`src/rtl/fpnew_pkg.sv`:
```
// Shared FPU types used by the result buffer.
// Status flag order matches the RISC-V fflags CSR.
package fpnew_pkg;

    typedef struct packed {
        logic nv;
        logic dz;
        logic of;
        logic uf;
        logic nx;
    } status_t;

endpackage

```
`src/rtl/fpnew_result_fifo.sv`:
```
// Generic storage FIFO with exact full/empty via a count register.
// No bypass: a pushed entry becomes visible on the next cycle.
module fpnew_result_fifo #(
    parameter int unsigned Depth   = 4,
    parameter type         entry_t = logic
) (
    input  logic                       clk_i,
    input  logic                       rst_ni,
    input  logic                       flush_i,
    input  entry_t                     in_data_i,
    input  logic                       in_valid_i,
    output logic                       in_ready_o,
    output entry_t                     out_data_o,
    output logic                       out_valid_o,
    input  logic                       out_ready_i,
    output logic [$clog2(Depth+1)-1:0] usage_o
);

    localparam int unsigned AddrWidth  = $clog2(Depth);
    localparam int unsigned UsageWidth = $clog2(Depth+1);

    entry_t                  mem_q [Depth];
    logic [AddrWidth-1:0]    wr_ptr_q;
    logic [AddrWidth-1:0]    rd_ptr_q;
    logic [UsageWidth-1:0]   count_q;
    logic                    push;
    logic                    pop;

    assign in_ready_o  = (count_q != UsageWidth'(Depth));
    assign out_valid_o = (count_q != '0);
    assign push        = in_valid_i & in_ready_o & ~flush_i;
    assign pop         = out_valid_o & out_ready_i & ~flush_i;
    assign out_data_o  = mem_q[rd_ptr_q];
    assign usage_o     = count_q;

    // Pointer and occupancy bookkeeping; flush empties like reset.
    always_ff @(posedge clk_i) begin
        if (!rst_ni || flush_i) begin
            wr_ptr_q <= '0;
            rd_ptr_q <= '0;
            count_q  <= '0;
        end else begin
            if (push) wr_ptr_q <= wr_ptr_q + AddrWidth'(1);
            if (pop)  rd_ptr_q <= rd_ptr_q + AddrWidth'(1);
            count_q <= count_q + UsageWidth'(push) - UsageWidth'(pop);
        end
    end

    // Entry storage is left unreset; contents are only read while valid.
    always_ff @(posedge clk_i) begin
        if (push) mem_q[wr_ptr_q] <= in_data_i;
    end

endmodule

```
`src/rtl/fpnew_result_buffer.sv`:
```
// FPU output buffer: decouples writeback stalls from the FPU and
// accrues sticky fflags from every retired result.
module fpnew_result_buffer
    import fpnew_pkg::*;
#(
    parameter int unsigned Width   = 64,
    parameter int unsigned Depth   = 4,
    parameter type         TagType = logic
) (
    input  logic                       clk_i,
    input  logic                       rst_ni,
    input  logic                       flush_i,
    input  logic [Width-1:0]           in_result_i,
    input  status_t                    in_status_i,
    input  TagType                     in_tag_i,
    input  logic                       in_valid_i,
    output logic                       in_ready_o,
    output logic [Width-1:0]           out_result_o,
    output status_t                    out_status_o,
    output TagType                     out_tag_o,
    output logic                       out_valid_o,
    input  logic                       out_ready_i,
    input  logic                       fflags_clr_i,
    output logic [4:0]                 fflags_o,
    output logic [$clog2(Depth+1)-1:0] usage_o,
    output logic                       busy_o
);

    localparam int unsigned UsageWidth = $clog2(Depth+1);

    typedef struct packed {
        logic [Width-1:0] result;
        status_t          status;
        TagType           tag;
    } entry_t;

    entry_t                in_entry;
    entry_t                out_entry;
    logic                  pop;
    logic [4:0]            pop_flags;
    logic [4:0]            fflags_q;
    logic [UsageWidth-1:0] usage;

    assign in_entry = '{result: in_result_i, status: in_status_i, tag: in_tag_i};

    fpnew_result_fifo #(
        .Depth   (Depth),
        .entry_t (entry_t)
    ) i_fifo (
        .clk_i       (clk_i),
        .rst_ni      (rst_ni),
        .flush_i     (flush_i),
        .in_data_i   (in_entry),
        .in_valid_i  (in_valid_i),
        .in_ready_o  (in_ready_o),
        .out_data_o  (out_entry),
        .out_valid_o (out_valid_o),
        .out_ready_i (out_ready_i),
        .usage_o     (usage)
    );

    assign out_result_o = out_entry.result;
    assign out_status_o = out_entry.status;
    assign out_tag_o    = out_entry.tag;
    assign usage_o      = usage;
    assign busy_o       = (usage != '0);

    assign pop       = out_valid_o & out_ready_i & ~flush_i;
    assign pop_flags = pop ? out_entry.status : 5'b0;

    // Sticky flags: cleared on request, then OR in the retiring status.
    always_ff @(posedge clk_i) begin
        if (!rst_ni) begin
            fflags_q <= '0;
        end else begin
            fflags_q <= (fflags_clr_i ? 5'b0 : fflags_q) | pop_flags;
        end
    end

    assign fflags_o = fflags_q;

endmodule

```
`config.mk`:
```
export PLATFORM = sky130hd
export DESIGN_NAME = fpnew_result_buffer
export DESIGN_NICKNAME = d
export VERILOG_FILES = /design/src/rtl/fpnew_pkg.sv /design/src/rtl/fpnew_result_fifo.sv /design/src/rtl/fpnew_result_buffer.sv
export SDC_FILE = /design/constraint.sdc
export NUM_CORES = 1
export LEC_CHECK = 0
export ABC_AREA = 1
export BUFFER_PORTS_ARGS = -buffer_cell sky130_fd_sc_hd__buf_2
export CORE_MARGIN = 1
export CORE_UTILIZATION = 50
export CTS_CLUSTER_SIZE = 25
export DETAILED_ROUTE_END_ITERATION = 12
export PLACE_DENSITY_LB_ADDON = 0.1
export SLEW_MARGIN = 20
export SYNTH_ARGS = -nofsm -noshare
export SYNTH_HDL_FRONTEND = slang
export SYNTH_SLANG_ARGS = --single-unit
export TNS_END_PERCENT = 50
```
`constraint.sdc`:
```
create_clock -name clk_i -period 4.1 [get_ports clk_i]
set_input_delay 0.205 -clock clk_i [delete_from_list [all_inputs] [get_ports clk_i]]
set_output_delay 0.205 -clock clk_i [all_outputs]
set_load 0.005 [all_outputs]
```
After elaboration in Yosys (flattened, before gate mapping) --
Memory sizes are Yosys's and may differ from the RTL's. A register that Yosys moved wholly into a read port is not among the register bits. Cells that the tools add are included.
Word-level totals: register bits 12, memory bits (writable) 280, input port bits 76, output and inout port bits 81, logic and storage cells 25, memories kept 1
Memory list:
- i_fifo.mem_q | depth 4, bits a word 70, rd ports 1, clocked after Yosys merged registers in 1, write ports 1, line fpnew_result_fifo.sv:22 | entry_t mem_q [Depth];
Cells by class: $add $sub $neg 4, eq/ne operators 1, muxes and demuxes 6, bitwise gates (word level) 6, reduce and logical (&&, ||, !) cells 3
Operator list (number):
- two-way mux 5 bit | 2
- bitwise OR 5 bit | 1
- adder 2 x 1 -> 2 bit (second input constant) | 2
- AND 1 bit | 4
- two-way mux 2 bit | 2
- adder 3 x 1 -> 3 bit | 1
- != test 3 bit (second input constant) | 1
- nonzero test 3 bit | 1
- subtractor 3 x 1 -> 3 bit | 1
- two-way mux 1 bit | 2
- zero test 1 bit | 1
- logical OR 1 bit | 1
- NOT 1 bit | 1

Longest topological paths before layout --
Gate-level depths: netlist (run 1).
word-level depth 5, gate-level depth with buffers 12, mapped depth without buffers 12

Cells and area by module --
A second synthesis (run 1) with hierarchy kept.
Second synthesis, totals: cells, all modules 772, area total of the unflattened synthesis 11633.7 µm²
By module, submodules not included:
- fpnew_result_fifo | instances 1, cells an instance 748, area each 11441.0 µm², sequential area each 8588.2 µm²
- fpnew_result_buffer | instances 1, cells an instance 24, area each 192.7 µm², sequential area each 100.1 µm²

Worst setup path before layout (run 1) --
OpenSTA, ideal clock, no wires.
kind flip-flop to flip-flop, start reg i_fifo.count_q[1], in the netlist i_fifo.usage_o[1], end mem i_fifo.mem_q[0][0] (netlist bit) (enable), setup time 0.499 ns, data arrival time 3.708 ns, data required time 3.601 ns, setup slack -0.107 ns, cell stages (with the launch flop) 5, path buffers 0, period minus slack after synthesis 4.207 ns, path through dfxtp_1 > nor2_1 > nand2_1 > nand3_1 > nor2_1
On the way: word-level cells in the longest chain between the ends 5
Ends and longest elaborated chain:
- start: declaration | line fpnew_result_fifo.sv:25 | logic [UsageWidth-1:0] count_q;
- start signal: assignment | line fpnew_result_fifo.sv:45 | count_q <= count_q + UsageWidth'(push) - UsageWidth'(pop);
- != test 3 bit | line fpnew_result_fifo.sv:29 | assign in_ready_o = (count_q != UsageWidth'(Depth));
- via in_ready_o | line fpnew_result_buffer.sv:17 | output logic in_ready_o,
- AND 1 bit (2 in a row) | line fpnew_result_fifo.sv:31 | assign push = in_valid_i & in_ready_o & ~flush_i;
- two-way mux 1 bit | line fpnew_result_fifo.sv:51 | if (push) mem_q[wr_ptr_q] <= in_data_i;
- two-way mux 1 bit (implied by the code) | line fpnew_result_fifo.sv:51
- end: declaration | line fpnew_result_fifo.sv:22
The timed path passes the listed nets, and every way through them passes these cells.

==> impl_metrics.xml, run 1 <==
<?xml version="1.0" encoding="UTF-8"?>
<metrics>
  <group name="yosys">
    <metric name="synth_top_family_by_area" unit="">compound AO/OA/AOI/OAI gates</metric>
    <metric name="leading_cell_types_by_total_area_after_synthesis" unit="">sky130_fd_sc_hd__edfxtp_1 76%, sky130_fd_sc_hd__nor2_1 4.7%, sky130_fd_sc_hd__o21ai_0 4.3%, sky130_fd_sc_hd__o22ai_1 3.7%, sky130_fd_sc_hd__dfxtp_1 2.5%</metric>
    <metric name="post_synth_fa_ha_maj_area_fraction" unit="">0.00855</metric>
    <metric name="post-synth-top-count-cell" unit="">sky130_fd_sc_hd__edfxtp_1</metric>
    <metric name="postSynth.topFlopCell" unit="">sky130_fd_sc_hd__edfxtp_1</metric>
    <metric name="post-synth-top-area-cell" unit="">sky130_fd_sc_hd__edfxtp_1</metric>
    <metric name="synth_top_cells_by_count" unit="">280 x sky130_fd_sc_hd__edfxtp_1, 139 x sky130_fd_sc_hd__nor2_1, 95 x sky130_fd_sc_hd__o21ai_0, 65 x sky130_fd_sc_hd__o22ai_1, 39 x sky130_fd_sc_hd__inv_1</metric>
    <metric name="synth.net_count" unit="">878</metric>
    <metric name="synth_edf_count" unit="">280</metric>
    <metric name="synth_seq_area_share" unit="">0.781</metric>
    <metric name="ys_warns" unit="">0</metric>
    <metric name="syn_inst" unit="">795</metric>
    <metric name="summed_instance_area_of_the_synthesized_netlist" unit="sq um">11100</metric>
    <metric name="synth_largest_type_area_fraction" unit="">0.756</metric>
    <metric name="yosys.area_share.simple" unit="">0.0739</metric>
    <metric name="synth-xor-area-share" unit="">0.000787</metric>
    <metric name="avgSynthCellArea" unit="sq um">14.0</metric>
    <metric name="muxShareOfSynthArea" unit="">0</metric>
    <metric name="synthArstFlopShare" unit="">0</metric>
    <metric name="synth_compound_gate_area_share" unit="">0.100</metric>
    <metric name="yosys.cell_types.count" unit="">23</metric>
    <metric name="ys_seq_elements" unit="">294</metric>
  </group>
  <group name="min_path">
    <metric name="worstHoldStart" unit="">out_ready_i</metric>
    <metric name="timing.hold.worst.class" unit="">in -&gt; reg</metric>
    <metric name="holdPathStages" unit="">4</metric>
    <metric name="worst_hold_path.endpoint" unit="">i_fifo.rd_ptr_q[0]$_SDFFE_PP0N_</metric>
  </group>
  <group name="placed_design">
    <metric name="place.detailed.hpwl" unit="mm">12.4</metric>
    <metric name="gp_routability_congestion" unit="">0.803</metric>
    <metric name="place_area" unit="sq um">12200</metric>
    <metric name="portBuffers" unit="">156</metric>
  </group>
  <group name="global_route">
    <metric name="grt-ovfl-total" unit="">0</metric>
    <metric name="number_of_antenna_violations_at_the_first_check_in_global_routing" unit="">0</metric>
    <metric name="first_global_vias" unit="">7068</metric>
    <metric name="grt_max_degree" unit="">105</metric>
    <metric name="track_usage" unit="">0.207</metric>
    <metric name="grt_first_pass_wirelength" unit="mm">36.2</metric>
  </group>
  <group name="layout">
    <metric name="layout-area-overhead-vs-synth" unit="%">24.5</metric>
    <metric name="insertedDiodeCount" unit="">0</metric>
    <metric name="num-nets-final" unit="">1108</metric>
    <metric name="final_layout_size_suffix_gt1_frac" unit="">0.222</metric>
    <metric name="final_area" unit="sq um">13800</metric>
  </group>
  <group name="clocking">
    <metric name="clock_tree.htree_level_count" unit="">1</metric>
    <metric name="cts.sink_count" unit="">294</metric>
    <metric name="worst_skew_pair.late_latency" unit="ns">0.54</metric>
    <metric name="path_clk_slew" unit="ns">0.06</metric>
    <metric name="cts_made_buffers" unit="">31</metric>
    <metric name="cts_max_path_buffers" unit="">3</metric>
    <metric name="tritoncts" unit="">built</metric>
    <metric name="clock_tree.root_cell" unit="">sky130_fd_sc_hd__clkbuf_16</metric>
  </group>
  <group name="route">
    <metric name="route.detailed.drc" unit="">0</metric>
    <metric name="dr_total_vias" unit="">7080</metric>
    <metric name="drt-initial-drc-count" unit="">465</metric>
    <metric name="drt_pre_antenna_iters" unit="">4</metric>
    <metric name="route.detailed.wl_per_inst" unit="microns">17.8</metric>
    <metric name="post_drt_via_cell_ratio" unit="">5.34</metric>
    <metric name="antenna_violating_nets_post_route" unit="">0</metric>
    <metric name="routed_wl" unit="mm">23.6</metric>
  </group>
  <group name="setup_path">
    <metric name="crit_path_max_fanout" unit="">60</metric>
    <metric name="required_worst_endpoint" unit="ns">3.89</metric>
    <metric name="endpoint_kind" unit="">output port</metric>
    <metric name="setup.worst_path.class" unit="">reg -&gt; out</metric>
    <metric name="timing.rr.end" unit="">i_fifo.mem_q[0][5]$_DFFE_PP_</metric>
    <metric name="reg2reg_slack" unit="ns">1.64</metric>
    <metric name="ff2ff_path_depth" unit="">5</metric>
    <metric name="crit_arrival" unit="ns">2.66</metric>
    <metric name="crit_path_start_kind" unit="">register</metric>
    <metric name="regToRegStartpoint" unit="">i_fifo.usage_o[1]$_SDFF_PP0_</metric>
  </group>
  <group name="timing">
    <metric name="grt_setup_unrepaired" unit="">no</metric>
    <metric name="worst_slew_pin_slew" unit="ns">1.11</metric>
    <metric name="fmaxAchievable" unit="MHz">349</metric>
    <metric name="finClkSkew" unit="ns">0.0196</metric>
    <metric name="timing.slew.headroom" unit="">0.262</metric>
    <metric name="slew_viol_final" unit="">0</metric>
    <metric name="totalNegativeSetupSlack" unit="ns">0</metric>
    <metric name="number_of_setup_violations_in_the_final_report" unit="">0</metric>
    <metric name="final.min_clock_period" unit="ns">2.87</metric>
    <metric name="finalHoldViolations" unit="">0</metric>
    <metric name="final_min_period_over_clock_period" unit="">0.699</metric>
  </group>
  <group name="floorplan">
    <metric name="die_wd" unit="microns">151</metric>
    <metric name="std_cell_rows" unit="">54</metric>
    <metric name="die-area" unit="sq um">22800</metric>
    <metric name="floorplan.die.height" unit="microns">151</metric>
    <metric name="boundaryPins" unit="">157</metric>
    <metric name="initial_core_util" unit="">0.510</metric>
    <metric name="core_area" unit="sq um">21800</metric>
  </group>
  <group name="power_and_ir_drop">
    <metric name="p_leak" unit="nW">5.05</metric>
    <metric name="total_power_divided_by_cell_area" unit="nW/um^2">441</metric>
    <metric name="vdd_ir_drop_max" unit="mV">0.390</metric>
  </group>
  <group name="status">
    <metric name="outcome" unit="">finished clean</metric>
  </group>
  <group name="flow_run">
    <metric name="max-cap-violations" unit="">0</metric>
  </group>
</metrics>
==> flip-flops by register name, indices dropped and copies added (netlist names), named ones only <==
name / cells
i_fifo.wr_ptr_q: 2
i_fifo.usage_o: 3
i_fifo.mem_q: 280
i_fifo.rd_ptr_q: 2
fflags_o: 5
==> per-layer routing <==
layer  GRT usage  up-vias  routed length, microns
met4      0.0660        0                     338
met1       0.270     3474                   10300
li1            -     3369                       -
met5           0        -                       0
met2       0.346      213                   11400
met3      0.0470       24                    1670
==> cells in the final DEF (no fill, tap or decap), drive strengths merged, types with 6 or more instances in the layout <==
cell type,instances
nand2,45
nor2,139
buf,167
dlygate4sd3,76
o22ai,65
edfxtp,280
dfxtp,14
inv,43
o21ai,132
clkbuf,40
a21oi,10
clkinv,13
ha,6
nand3,12
==> area by class of cell <==
type	count	area (sq um)
timing repair buffer	243	1670
fill	1617	7980
clock buffer	40	810
tap	280	350
sequential	294	8690
inverter	43	166
multi-input combinational	412	2070
clock inverter	14	83.8
==> cells by family after synthesis <==
kind of cell,after synthesis
fa+ha+maj,7
buf+inv,89
xor+xnor,1
compound gates,207
flops,294
simple gates,197
==> metrics by stage <==
stage | std cells | total power [mW] | utilization | worst slack, ns | hold slack [ns]
5_1_grt | 1326 | 6.30 | 0.634 | 1.03 | 0.0618
3_3_place_gp | 1195 | 3.63 | 0.557 | 1.74 | 0.414
4_1_cts | 1325 | 6.15 | 0.633 | 1.14 | 0.0409
6_report | 1326 | 6.11 | 0.634 | 1.23 | 0.0637
2_1_floorplan | 795 | 3.52 | - | -0.107 | 0.304
3_5_place_dp | 1195 | 3.65 | 0.557 | 1.65 | 0.419
==> where the power goes <==
part,internal (mW),switching (mW)
clock network,1.43,1.04
logic,0.130,0.150
registers,3.35,0.0141
==> worst max-delay path by stage <==
stage	from	endpoint	slack, ns	depth (start not counted)
2_1_floorplan	i_fifo.usage_o[1]$_SDFF_PP0_	i_fifo.mem_q[0][0]$_DFFE_PP_	-0.11	4
3_3_place_gp	i_fifo.usage_o[1]$_SDFF_PP0_	i_fifo.mem_q[0][42]$_DFFE_PP_	1.74	5
3_5_place_dp	i_fifo.usage_o[1]$_SDFF_PP0_	i_fifo.mem_q[0][42]$_DFFE_PP_	1.65	5
4_1_cts	register	out_result_o[34]	1.14	4
5_1_grt	register	out_result_o[17]	1.03	5
6_report	register	out_result_o[17]	1.23	5
==> what timing repair did <==
item                                   4_1_cts  5_1_grt
endpoints found under the hold margin      289        0
buffers inserted                             0        0
hold buffers                                76        0
gates resized for setup                      0        0
==> critical path, stage by stage, from the launching register on <==
cell,delay [ns]
sky130_fd_sc_hd__dfxtp_4,0.46
sky130_fd_sc_hd__inv_4,0.53
sky130_fd_sc_hd__buf_4,0.55
sky130_fd_sc_hd__o21ai_0,0.15
sky130_fd_sc_hd__o22ai_1,0.24
sky130_fd_sc_hd__buf_2,0.17
(Power assumes the default switching activity.)
==> inputs of run 2 (changes only) <==
clock period = 2.81 ns   (was 4.1 ns; I/O delays follow)
==> impl_metrics.xml, run 2 (synthesis gave the netlist of run 1 again) <==
<?xml version="1.0" encoding="UTF-8"?>
<metrics>
  <group name="setup_path">
    <metric name="required_worst_endpoint" unit="ns">2.67</metric>
    <metric name="cp_num_cells" unit="">5</metric>
    <metric name="cp_num_buf_inv" unit="">3</metric>
    <metric name="crit_family" unit="">buffers and inverters</metric>
    <metric name="setup.worst_path.class" unit="">reg -&gt; out</metric>
    <metric name="crit_path_max_fanout" unit="">55</metric>
    <metric name="endpoint_kind" unit="">output port</metric>
    <metric name="crit_arrival" unit="ns">2.17</metric>
    <metric name="timing.critical_path.slowest_cell_delay" unit="ns">0.42</metric>
    <metric name="slowest_stage" unit="">sky130_fd_sc_hd__inv_4</metric>
    <metric name="crit_path_start_kind" unit="">register</metric>
    <metric name="reg2reg_slack" unit="ns">0.63</metric>
    <metric name="crit_path_cell_trace" unit="">inv_4 &gt; buf_4 &gt; o21ai_0 &gt; o22ai_1 &gt; buf_2</metric>
    <metric name="timing.rr.end" unit="">i_fifo.mem_q[3][61]$_DFFE_PP_</metric>
    <metric name="ff2ff_path_depth" unit="">5</metric>
    <metric name="regToRegStartpoint" unit="">i_fifo.usage_o[1]$_SDFF_PP0_</metric>
  </group>
  <group name="layout">
    <metric name="fillCellCount" unit="">1628</metric>
    <metric name="layout.cells.most_common_list" unit="">280 x sky130_fd_sc_hd__edfxtp_1, 156 x sky130_fd_sc_hd__buf_2, 135 x sky130_fd_sc_hd__nor2_1, 95 x sky130_fd_sc_hd__o21ai_0, 76 x sky130_fd_sc_hd__dlygate4sd3_1</metric>
    <metric name="layout_commonest_cell" unit="">sky130_fd_sc_hd__edfxtp_1</metric>
    <metric name="max_flop_register" unit="">i_fifo.mem_q</metric>
    <metric name="final_area" unit="sq um">14100</metric>
    <metric name="largest_register_ffs" unit="">280</metric>
    <metric name="num-nets-final" unit="">1112</metric>
    <metric name="final-instance-count-excl-fill" unit="">1332</metric>
    <metric name="final_layout_size_suffix_gt1_frac" unit="">0.233</metric>
    <metric name="insertedDiodeCount" unit="">0</metric>
    <metric name="register_area" unit="sq um">8690</metric>
    <metric name="layout-area-overhead-vs-synth" unit="%">26.5</metric>
    <metric name="multi_input_area" unit="sq um">2070</metric>
  </group>
  <group name="route">
    <metric name="route.detailed.drc" unit="">0</metric>
    <metric name="antenna_violating_nets_post_route" unit="">0</metric>
    <metric name="route.detailed.wl_per_inst" unit="microns">17.9</metric>
    <metric name="post_drt_via_cell_ratio" unit="">5.30</metric>
    <metric name="dr_total_vias" unit="">7053</metric>
    <metric name="drt-initial-drc-count" unit="">409</metric>
    <metric name="drt_pre_antenna_iters" unit="">4</metric>
    <metric name="routed_wl" unit="mm">23.9</metric>
  </group>
  <group name="flow_run">
    <metric name="max-cap-violations" unit="">0</metric>
  </group>
  <group name="min_path">
    <metric name="timing.hold.worst.class" unit="">in -&gt; reg</metric>
    <metric name="holdPathStages" unit="">2</metric>
    <metric name="worstHoldStart" unit="">in_result_i[21]</metric>
    <metric name="worst_hold_path.endpoint" unit="">i_fifo.mem_q[2][27]$_DFFE_PP_</metric>
  </group>
  <group name="global_route">
    <metric name="first_global_vias" unit="">7090</metric>
    <metric name="grt_max_degree" unit="">141</metric>
    <metric name="track_usage" unit="">0.215</metric>
    <metric name="grt-ovfl-total" unit="">0</metric>
    <metric name="number_of_antenna_violations_at_the_first_check_in_global_routing" unit="">0</metric>
    <metric name="grt_first_pass_wirelength" unit="mm">37.3</metric>
  </group>
  <group name="floorplan">
    <metric name="boundaryPins" unit="">157</metric>
    <metric name="core_area" unit="sq um">21800</metric>
    <metric name="die_wd" unit="microns">151</metric>
    <metric name="floorplan.die.height" unit="microns">151</metric>
    <metric name="initial_core_util" unit="">0.510</metric>
    <metric name="die-area" unit="sq um">22800</metric>
    <metric name="std_cell_rows" unit="">54</metric>
  </group>
  <group name="placed_design">
    <metric name="gp_routability_congestion" unit="">0.773</metric>
    <metric name="dp.cells" unit="">1201</metric>
    <metric name="place_area" unit="sq um">12400</metric>
    <metric name="place.detailed.hpwl" unit="mm">14.1</metric>
    <metric name="portBuffers" unit="">156</metric>
  </group>
  <group name="timing">
    <metric name="final_min_period_over_clock_period" unit="">0.822</metric>
    <metric name="grt_setup_unrepaired" unit="">no</metric>
    <metric name="finClkSkew" unit="ns">0.0158</metric>
    <metric name="final.hold.worst_slack" unit="ns">0.362</metric>
    <metric name="number_of_setup_violations_in_the_final_report" unit="">0</metric>
    <metric name="slew_viol_final" unit="">0</metric>
    <metric name="worst_slew_pin_slew" unit="ns">0.611</metric>
    <metric name="totalNegativeSetupSlack" unit="ns">0</metric>
    <metric name="final.min_clock_period" unit="ns">2.31</metric>
    <metric name="finalHoldViolations" unit="">0</metric>
    <metric name="fmaxAchievable" unit="MHz">433</metric>
    <metric name="timing.slew.headroom" unit="">0.593</metric>
  </group>
  <group name="power_and_ir_drop">
    <metric name="vdd_ir_drop_max" unit="mV">0.551</metric>
    <metric name="p_leak" unit="nW">5.15</metric>
    <metric name="total_power_divided_by_cell_area" unit="nW/um^2">650</metric>
  </group>
  <group name="status">
    <metric name="outcome" unit="">finished clean</metric>
  </group>
  <group name="clocking">
    <metric name="path_clk_slew" unit="ns">0.06</metric>
    <metric name="cts_made_buffers" unit="">30</metric>
    <metric name="tritoncts" unit="">built</metric>
    <metric name="worst_skew_pair.late_latency" unit="ns">0.54</metric>
    <metric name="cts.sink_count" unit="">294</metric>
    <metric name="count_of_instances_resized_after_the_clock_tree_is_built" unit="">0</metric>
    <metric name="clock_tree.root_cell" unit="">sky130_fd_sc_hd__clkbuf_16</metric>
    <metric name="cts_max_path_buffers" unit="">3</metric>
    <metric name="clock_tree.htree_level_count" unit="">1</metric>
    <metric name="cts_setup_buffers" unit="">0</metric>
  </group>
</metrics>
## run 2: per-stage QoR
step	worst slack (ns)	total power, mW	utilization
floorplan	-0.288	5.13	-
global placement	0.699	5.32	0.566
detailed placement	0.615	5.33	0.566
CTS	0.455	9.23	0.645
global route	0.344	9.44	0.645
finish	0.500	9.15	0.645
## run 2: where the power goes
group / total, mW / internal (mW) / switching (mW)
logic: 0.425 / 0.198 / 0.228
registers: 4.90 / 4.88 / 0.0191
clock network: 3.83 / 2.28 / 1.55
## run 2: routing by layer
| metal | up-vias | share of wire | track usage |
|---|---|---|---|
| li1 | 3379 | - | - |
| met1 | 3429 | 0.44 | 0.286 |
| met2 | 210 | 0.49 | 0.360 |
| met3 | 35 | 0.061 | 0.0434 |
| met4 | 0 | 0.018 | 0.0585 |
| met5 | - | 0 | 0 |
## run 2: area by class of cell
cell class	instances	area share
sequential	294	0.618
multi-input combinational	412	0.147
timing repair buffer	248	0.131
clock buffer	38	0.0570
tap	280	0.0249
inverter	43	0.0116
clock inverter	17	0.0110
## run 2: worst max-delay path by stage
stage,endpoint,slack (ns)
2_1_floorplan,i_fifo.mem_q[0][0]$_DFFE_PP_,-0.29
3_3_place_gp,i_fifo.mem_q[3][43]$_DFFE_PP_,0.70
3_5_place_dp,i_fifo.mem_q[3][66]$_DFFE_PP_,0.62
4_1_cts,out_result_o[1],0.45
5_1_grt,out_result_o[62],0.34
6_report,out_result_o[62],0.50
## run 2: worst reg2reg max path: cells and delay by family, from the launching register on
| kind | cells | cell delay (ns) |
|---|---|---|
| buffers and inverters | 1 | 0.26 |
| flip-flops | 1 | 0.42 |
| AND/OR/NAND/NOR | 4 | 1.20 |
## run 2: what timing repair did
| item | in CTS | in global routing |
|---|---|---|
| hold endpoints to repair | 294 | 0 |
| hold buffers | 76 | 0 |
| setup endpoints to repair | 0 | 0 |
==> inputs of run 3 (changes only) <==
ABC_AREA = 0   (was 1)
clock period = 2.3 ns   (was 2.81 ns; I/O delays follow)
==> impl_metrics.xml, run 3 <==
<?xml version="1.0" encoding="UTF-8"?>
<metrics>
  <group name="yosys">
    <metric name="ys_seq_elements" unit="">294</metric>
    <metric name="yosys.cell_types.count" unit="">25</metric>
    <metric name="synth_largest_type_area_fraction" unit="">0.777</metric>
    <metric name="synthArstFlopShare" unit="">0</metric>
    <metric name="leading_cell_types_by_total_area_after_synthesis" unit="">sky130_fd_sc_hd__edfxtp_1 78%, sky130_fd_sc_hd__mux4_2 14%, sky130_fd_sc_hd__dfxtp_1 2.6%, sky130_fd_sc_hd__buf_12 1.1%, sky130_fd_sc_hd__mux4_1 0.73%</metric>
    <metric name="post-synth-top-count-cell" unit="">sky130_fd_sc_hd__edfxtp_1</metric>
    <metric name="synth_seq_area_share" unit="">0.803</metric>
    <metric name="post-synth-top-area-cell" unit="">sky130_fd_sc_hd__edfxtp_1</metric>
    <metric name="ys_warns" unit="">0</metric>
    <metric name="summed_instance_area_of_the_synthesized_netlist" unit="sq um">10800</metric>
    <metric name="synth.net_count" unit="">516</metric>
    <metric name="synth_top_cells_by_count" unit="">280 x sky130_fd_sc_hd__edfxtp_1, 67 x sky130_fd_sc_hd__mux4_2, 14 x sky130_fd_sc_hd__dfxtp_1, 9 x sky130_fd_sc_hd__inv_1, 7 x sky130_fd_sc_hd__buf_2</metric>
    <metric name="synth_edf_count" unit="">280</metric>
    <metric name="postSynth.topFlopCell" unit="">sky130_fd_sc_hd__edfxtp_1</metric>
    <metric name="avgSynthCellArea" unit="sq um">25.0</metric>
    <metric name="syn_inst" unit="">433</metric>
  </group>
  <group name="route">
    <metric name="dr_total_vias" unit="">5239</metric>
    <metric name="route.detailed.drc" unit="">0</metric>
    <metric name="drt-initial-drc-count" unit="">267</metric>
    <metric name="antenna_violating_nets_post_route" unit="">0</metric>
    <metric name="drt_pre_antenna_iters" unit="">4</metric>
    <metric name="routed_wl" unit="mm">20.2</metric>
    <metric name="route.detailed.wl_per_inst" unit="microns">20.4</metric>
    <metric name="post_drt_via_cell_ratio" unit="">5.28</metric>
  </group>
  <group name="power_and_ir_drop">
    <metric name="p_leak" unit="nW">4.74</metric>
    <metric name="report.power.total" unit="mW">11.5</metric>
    <metric name="internal-power" unit="mW">9.33</metric>
    <metric name="total_power_divided_by_cell_area" unit="nW/um^2">830</metric>
    <metric name="net-switching-power" unit="mW">2.14</metric>
    <metric name="switching_share" unit="">0.187</metric>
    <metric name="p_clk_frac" unit="">0.436</metric>
    <metric name="vdd_ir_drop_max" unit="mV">0.645</metric>
    <metric name="power.share.sequential" unit="">0.521</metric>
    <metric name="share_comb_of_total_power" unit="">0.043</metric>
  </group>
  <group name="timing">
    <metric name="final_min_period_over_clock_period" unit="">0.946</metric>
    <metric name="worst_slew_pin_slew" unit="ns">0.585</metric>
    <metric name="fmaxAchievable" unit="MHz">460</metric>
    <metric name="timing.slew.headroom" unit="">0.609</metric>
    <metric name="final.hold.worst_slack" unit="ns">0.314</metric>
    <metric name="final.min_clock_period" unit="ns">2.18</metric>
    <metric name="slew_viol_final" unit="">0</metric>
    <metric name="grt_setup_unrepaired" unit="">no</metric>
    <metric name="finalHoldViolations" unit="">0</metric>
    <metric name="number_of_setup_violations_in_the_final_report" unit="">0</metric>
    <metric name="finClkSkew" unit="ns">0.0194</metric>
  </group>
  <group name="flow_run">
    <metric name="max-cap-violations" unit="">0</metric>
  </group>
  <group name="setup_path">
    <metric name="ff2ff_path_depth" unit="">5</metric>
    <metric name="crit_path_cell_trace" unit="">nor3b_2 &gt; nor3_1 &gt; buf_4 &gt; and2_4 &gt; buf_16</metric>
    <metric name="crit_family" unit="">simple AND/OR/NAND/NOR gates</metric>
    <metric name="slowest_stage" unit="">sky130_fd_sc_hd__and2_4</metric>
    <metric name="crit_path_start_kind" unit="">register</metric>
    <metric name="regToRegStartpoint" unit="">i_fifo.usage_o[2]$_SDFF_PP0_</metric>
    <metric name="timing.critical_path.slowest_cell_delay" unit="ns">0.50</metric>
    <metric name="cp_num_buf_inv" unit="">2</metric>
    <metric name="crit_arrival" unit="ns">2.39</metric>
    <metric name="timing.rr.end" unit="">i_fifo.mem_q[0][35]$_DFFE_PP_</metric>
    <metric name="endpoint_kind" unit="">register</metric>
    <metric name="crit_path_max_fanout" unit="">39</metric>
    <metric name="required_worst_endpoint" unit="ns">2.52</metric>
    <metric name="reg2reg_slack" unit="ns">0.12</metric>
    <metric name="setup.worst_path.class" unit="">reg -&gt; reg</metric>
  </group>
  <group name="placed_design">
    <metric name="place_area" unit="sq um">11900</metric>
    <metric name="place.detailed.hpwl" unit="mm">11.4</metric>
    <metric name="portBuffers" unit="">156</metric>
    <metric name="gp_routability_congestion" unit="">0.716</metric>
    <metric name="dp.cells" unit="">856</metric>
  </group>
  <group name="min_path">
    <metric name="timing.hold.worst.class" unit="">in -&gt; reg</metric>
    <metric name="worst_hold_path.endpoint" unit="">i_fifo.mem_q[3][20]$_DFFE_PP_</metric>
    <metric name="worstHoldStart" unit="">in_result_i[14]</metric>
    <metric name="holdPathStages" unit="">2</metric>
  </group>
  <group name="layout">
    <metric name="insertedDiodeCount" unit="">0</metric>
    <metric name="largest_register_ffs" unit="">280</metric>
    <metric name="final_area" unit="sq um">13800</metric>
    <metric name="final_layout_size_suffix_gt1_frac" unit="">0.414</metric>
    <metric name="layout.cells.most_common_list" unit="">280 x sky130_fd_sc_hd__edfxtp_1, 156 x sky130_fd_sc_hd__buf_2, 75 x sky130_fd_sc_hd__dlygate4sd3_1, 68 x sky130_fd_sc_hd__mux4_2, 30 x sky130_fd_sc_hd__clkbuf_16</metric>
    <metric name="final-instance-count-excl-fill" unit="">992</metric>
    <metric name="fillCellCount" unit="">1415</metric>
    <metric name="layout-area-overhead-vs-synth" unit="%">27.8</metric>
    <metric name="layout_commonest_cell" unit="">sky130_fd_sc_hd__edfxtp_1</metric>
    <metric name="num-nets-final" unit="">776</metric>
    <metric name="max_flop_register" unit="">i_fifo.mem_q</metric>
  </group>
  <group name="global_route">
    <metric name="grt_max_degree" unit="">71</metric>
    <metric name="track_usage" unit="">0.184</metric>
    <metric name="grt-ovfl-total" unit="">0</metric>
    <metric name="number_of_antenna_violations_at_the_first_check_in_global_routing" unit="">0</metric>
    <metric name="first_global_vias" unit="">5682</metric>
    <metric name="grt_first_pass_wirelength" unit="mm">30.5</metric>
  </group>
  <group name="floorplan">
    <metric name="floorplan.die.height" unit="microns">149</metric>
    <metric name="die-area" unit="sq um">22200</metric>
    <metric name="std_cell_rows" unit="">53</metric>
    <metric name="boundaryPins" unit="">157</metric>
    <metric name="core_area" unit="sq um">21100</metric>
    <metric name="initial_core_util" unit="">0.513</metric>
    <metric name="die_wd" unit="microns">149</metric>
  </group>
  <group name="clocking">
    <metric name="path_clk_slew" unit="ns">0.06</metric>
    <metric name="cts_max_path_buffers" unit="">3</metric>
    <metric name="clock_tree.htree_level_count" unit="">1</metric>
    <metric name="clock_tree.root_cell" unit="">sky130_fd_sc_hd__clkbuf_16</metric>
    <metric name="cts.sink_count" unit="">294</metric>
    <metric name="tritoncts" unit="">built</metric>
    <metric name="cts_setup_buffers" unit="">0</metric>
    <metric name="worst_skew_pair.late_latency" unit="ns">0.55</metric>
    <metric name="cts_made_buffers" unit="">30</metric>
  </group>
  <group name="status">
    <metric name="outcome" unit="">finished clean</metric>
  </group>
</metrics>
-- run 3: changes by cell type after synthesis, moves of 7 or more --
cell                       previous run  this run
sky130_fd_sc_hd__o22ai_1             65         0
sky130_fd_sc_hd__o21ai_0             95         3
sky130_fd_sc_hd__o21ai_1             37         0
sky130_fd_sc_hd__nand2_1             33         0
sky130_fd_sc_hd__nand2_2             12         0
sky130_fd_sc_hd__nor2_1             139         5
sky130_fd_sc_hd__inv_1               39         9
sky130_fd_sc_hd__mux4_2               0        67
sky130_fd_sc_hd__clkbuf_1            19         2
sky130_fd_sc_hd__buf_2               21         7
sky130_fd_sc_hd__nand3_2              7         0
-- run 3: worst reg2reg max path, stage by stage, from the launching register on --
cell,delay [ns]
sky130_fd_sc_hd__dfxtp_1,0.39
sky130_fd_sc_hd__nor3b_2,0.21
sky130_fd_sc_hd__nor3_1,0.22
sky130_fd_sc_hd__buf_4,0.20
sky130_fd_sc_hd__and2_4,0.50
sky130_fd_sc_hd__buf_16,0.31
-- run 3: worst max path at each step --
| stage | start | slack [ns] | cells past startpoint | endpoint |
|---|---|---|---|---|
| after global routing | i_fifo.usage_o[2]$_SDFF_PP0_ | 0.007 | 5 | i_fifo.mem_q[0][35]$_DFFE_PP_ |
| after CTS | i_fifo.usage_o[0]$_SDFF_PP0_ | 0.02 | 4 | i_fifo.mem_q[0][35]$_DFFE_PP_ |
| after detailed placement | i_fifo.usage_o[2]$_SDFF_PP0_ | -0.03 | 10 | i_fifo.usage_o[2]$_SDFF_PP0_ |
| after floorplan | i_fifo.usage_o[1]$_SDFF_PP0_ | -0.68 | 3 | i_fifo.mem_q[0][0]$_DFFE_PP_ |
| after global placement | i_fifo.usage_o[2]$_SDFF_PP0_ | 0.06 | 4 | i_fifo.mem_q[0][21]$_DFFE_PP_ |
| final | i_fifo.usage_o[2]$_SDFF_PP0_ | 0.12 | 5 | i_fifo.mem_q[0][35]$_DFFE_PP_ |
-- run 3: power by group through the flow --
stage / Sequential (mW) / Clock, mW / Combinational [mW]
after CTS: 5.98 / 5.12 / 0.486
after global routing: 5.98 / 5.32 / 0.534
after detailed placement: 6.10 / 0 / 0.380
final: 5.98 / 5.00 / 0.492
after global placement: 6.09 / 0 / 0.365
after floorplan: 6.09 / 0 / 0.159
-- run 3: logic make-up (layout without fill, tap and decap cells) --
kind of cell    Yosys count  count (layout)  share of synthesized area
flops                   294             294                      0.803
mux                      70              70                      0.147
buf+inv                  27             310                     0.0206
simple gates             19              20                    0.00960
compound gates           14              14                    0.00937
fa+ha+maj                 7               7                    0.00879
xor+xnor                  2               2                    0.00162
-- run 3: routing by layer --
layer | GRT usage | up-vias | part of all wire
met2 | 0.325 | 156 | 0.52
li1 | - | 2379 | -
met4 | 0.0480 | 0 | 0.012
met1 | 0.236 | 2687 | 0.40
met3 | 0.0336 | 17 | 0.061
met5 | 0 | - | 0
-- run 3: repair_timing --
item | CTS | global route
hold buffers | 75 | 0
endpoints found under the hold margin | 289 | 0
endpoints found under the setup margin | 7 | 38
gates cloned | 0 | 1
pin swaps | 0 | 2
gates resized for setup | 2 | 8
-- run 3: layout make-up --
class | instances | area, sq um | area share
multi-input cells | 113 | 1940 | 0.140
clock buffers | 46 | 891 | 0.0644
inverters | 9 | 33.8 | 0.00244
well taps | 275 | 344 | 0.0249
clock inverters | 10 | 166 | 0.0120
repair buffers | 245 | 1750 | 0.127
flip-flops and latches | 294 | 8700 | 0.629
-- run 3: metrics by stage --
stage | setup slack (ns) | TNS (ns) | utilization
after floorplan | -0.677 | -94.85 | -
after global placement | 0.0564 | 0 | 0.563
after detailed placement | -0.0259 | -0.0259 | 0.563
after CTS | 0.0191 | 0 | 0.649
after global routing | 0.00695 | 0 | 0.656
final | 0.125 | 0 | 0.656
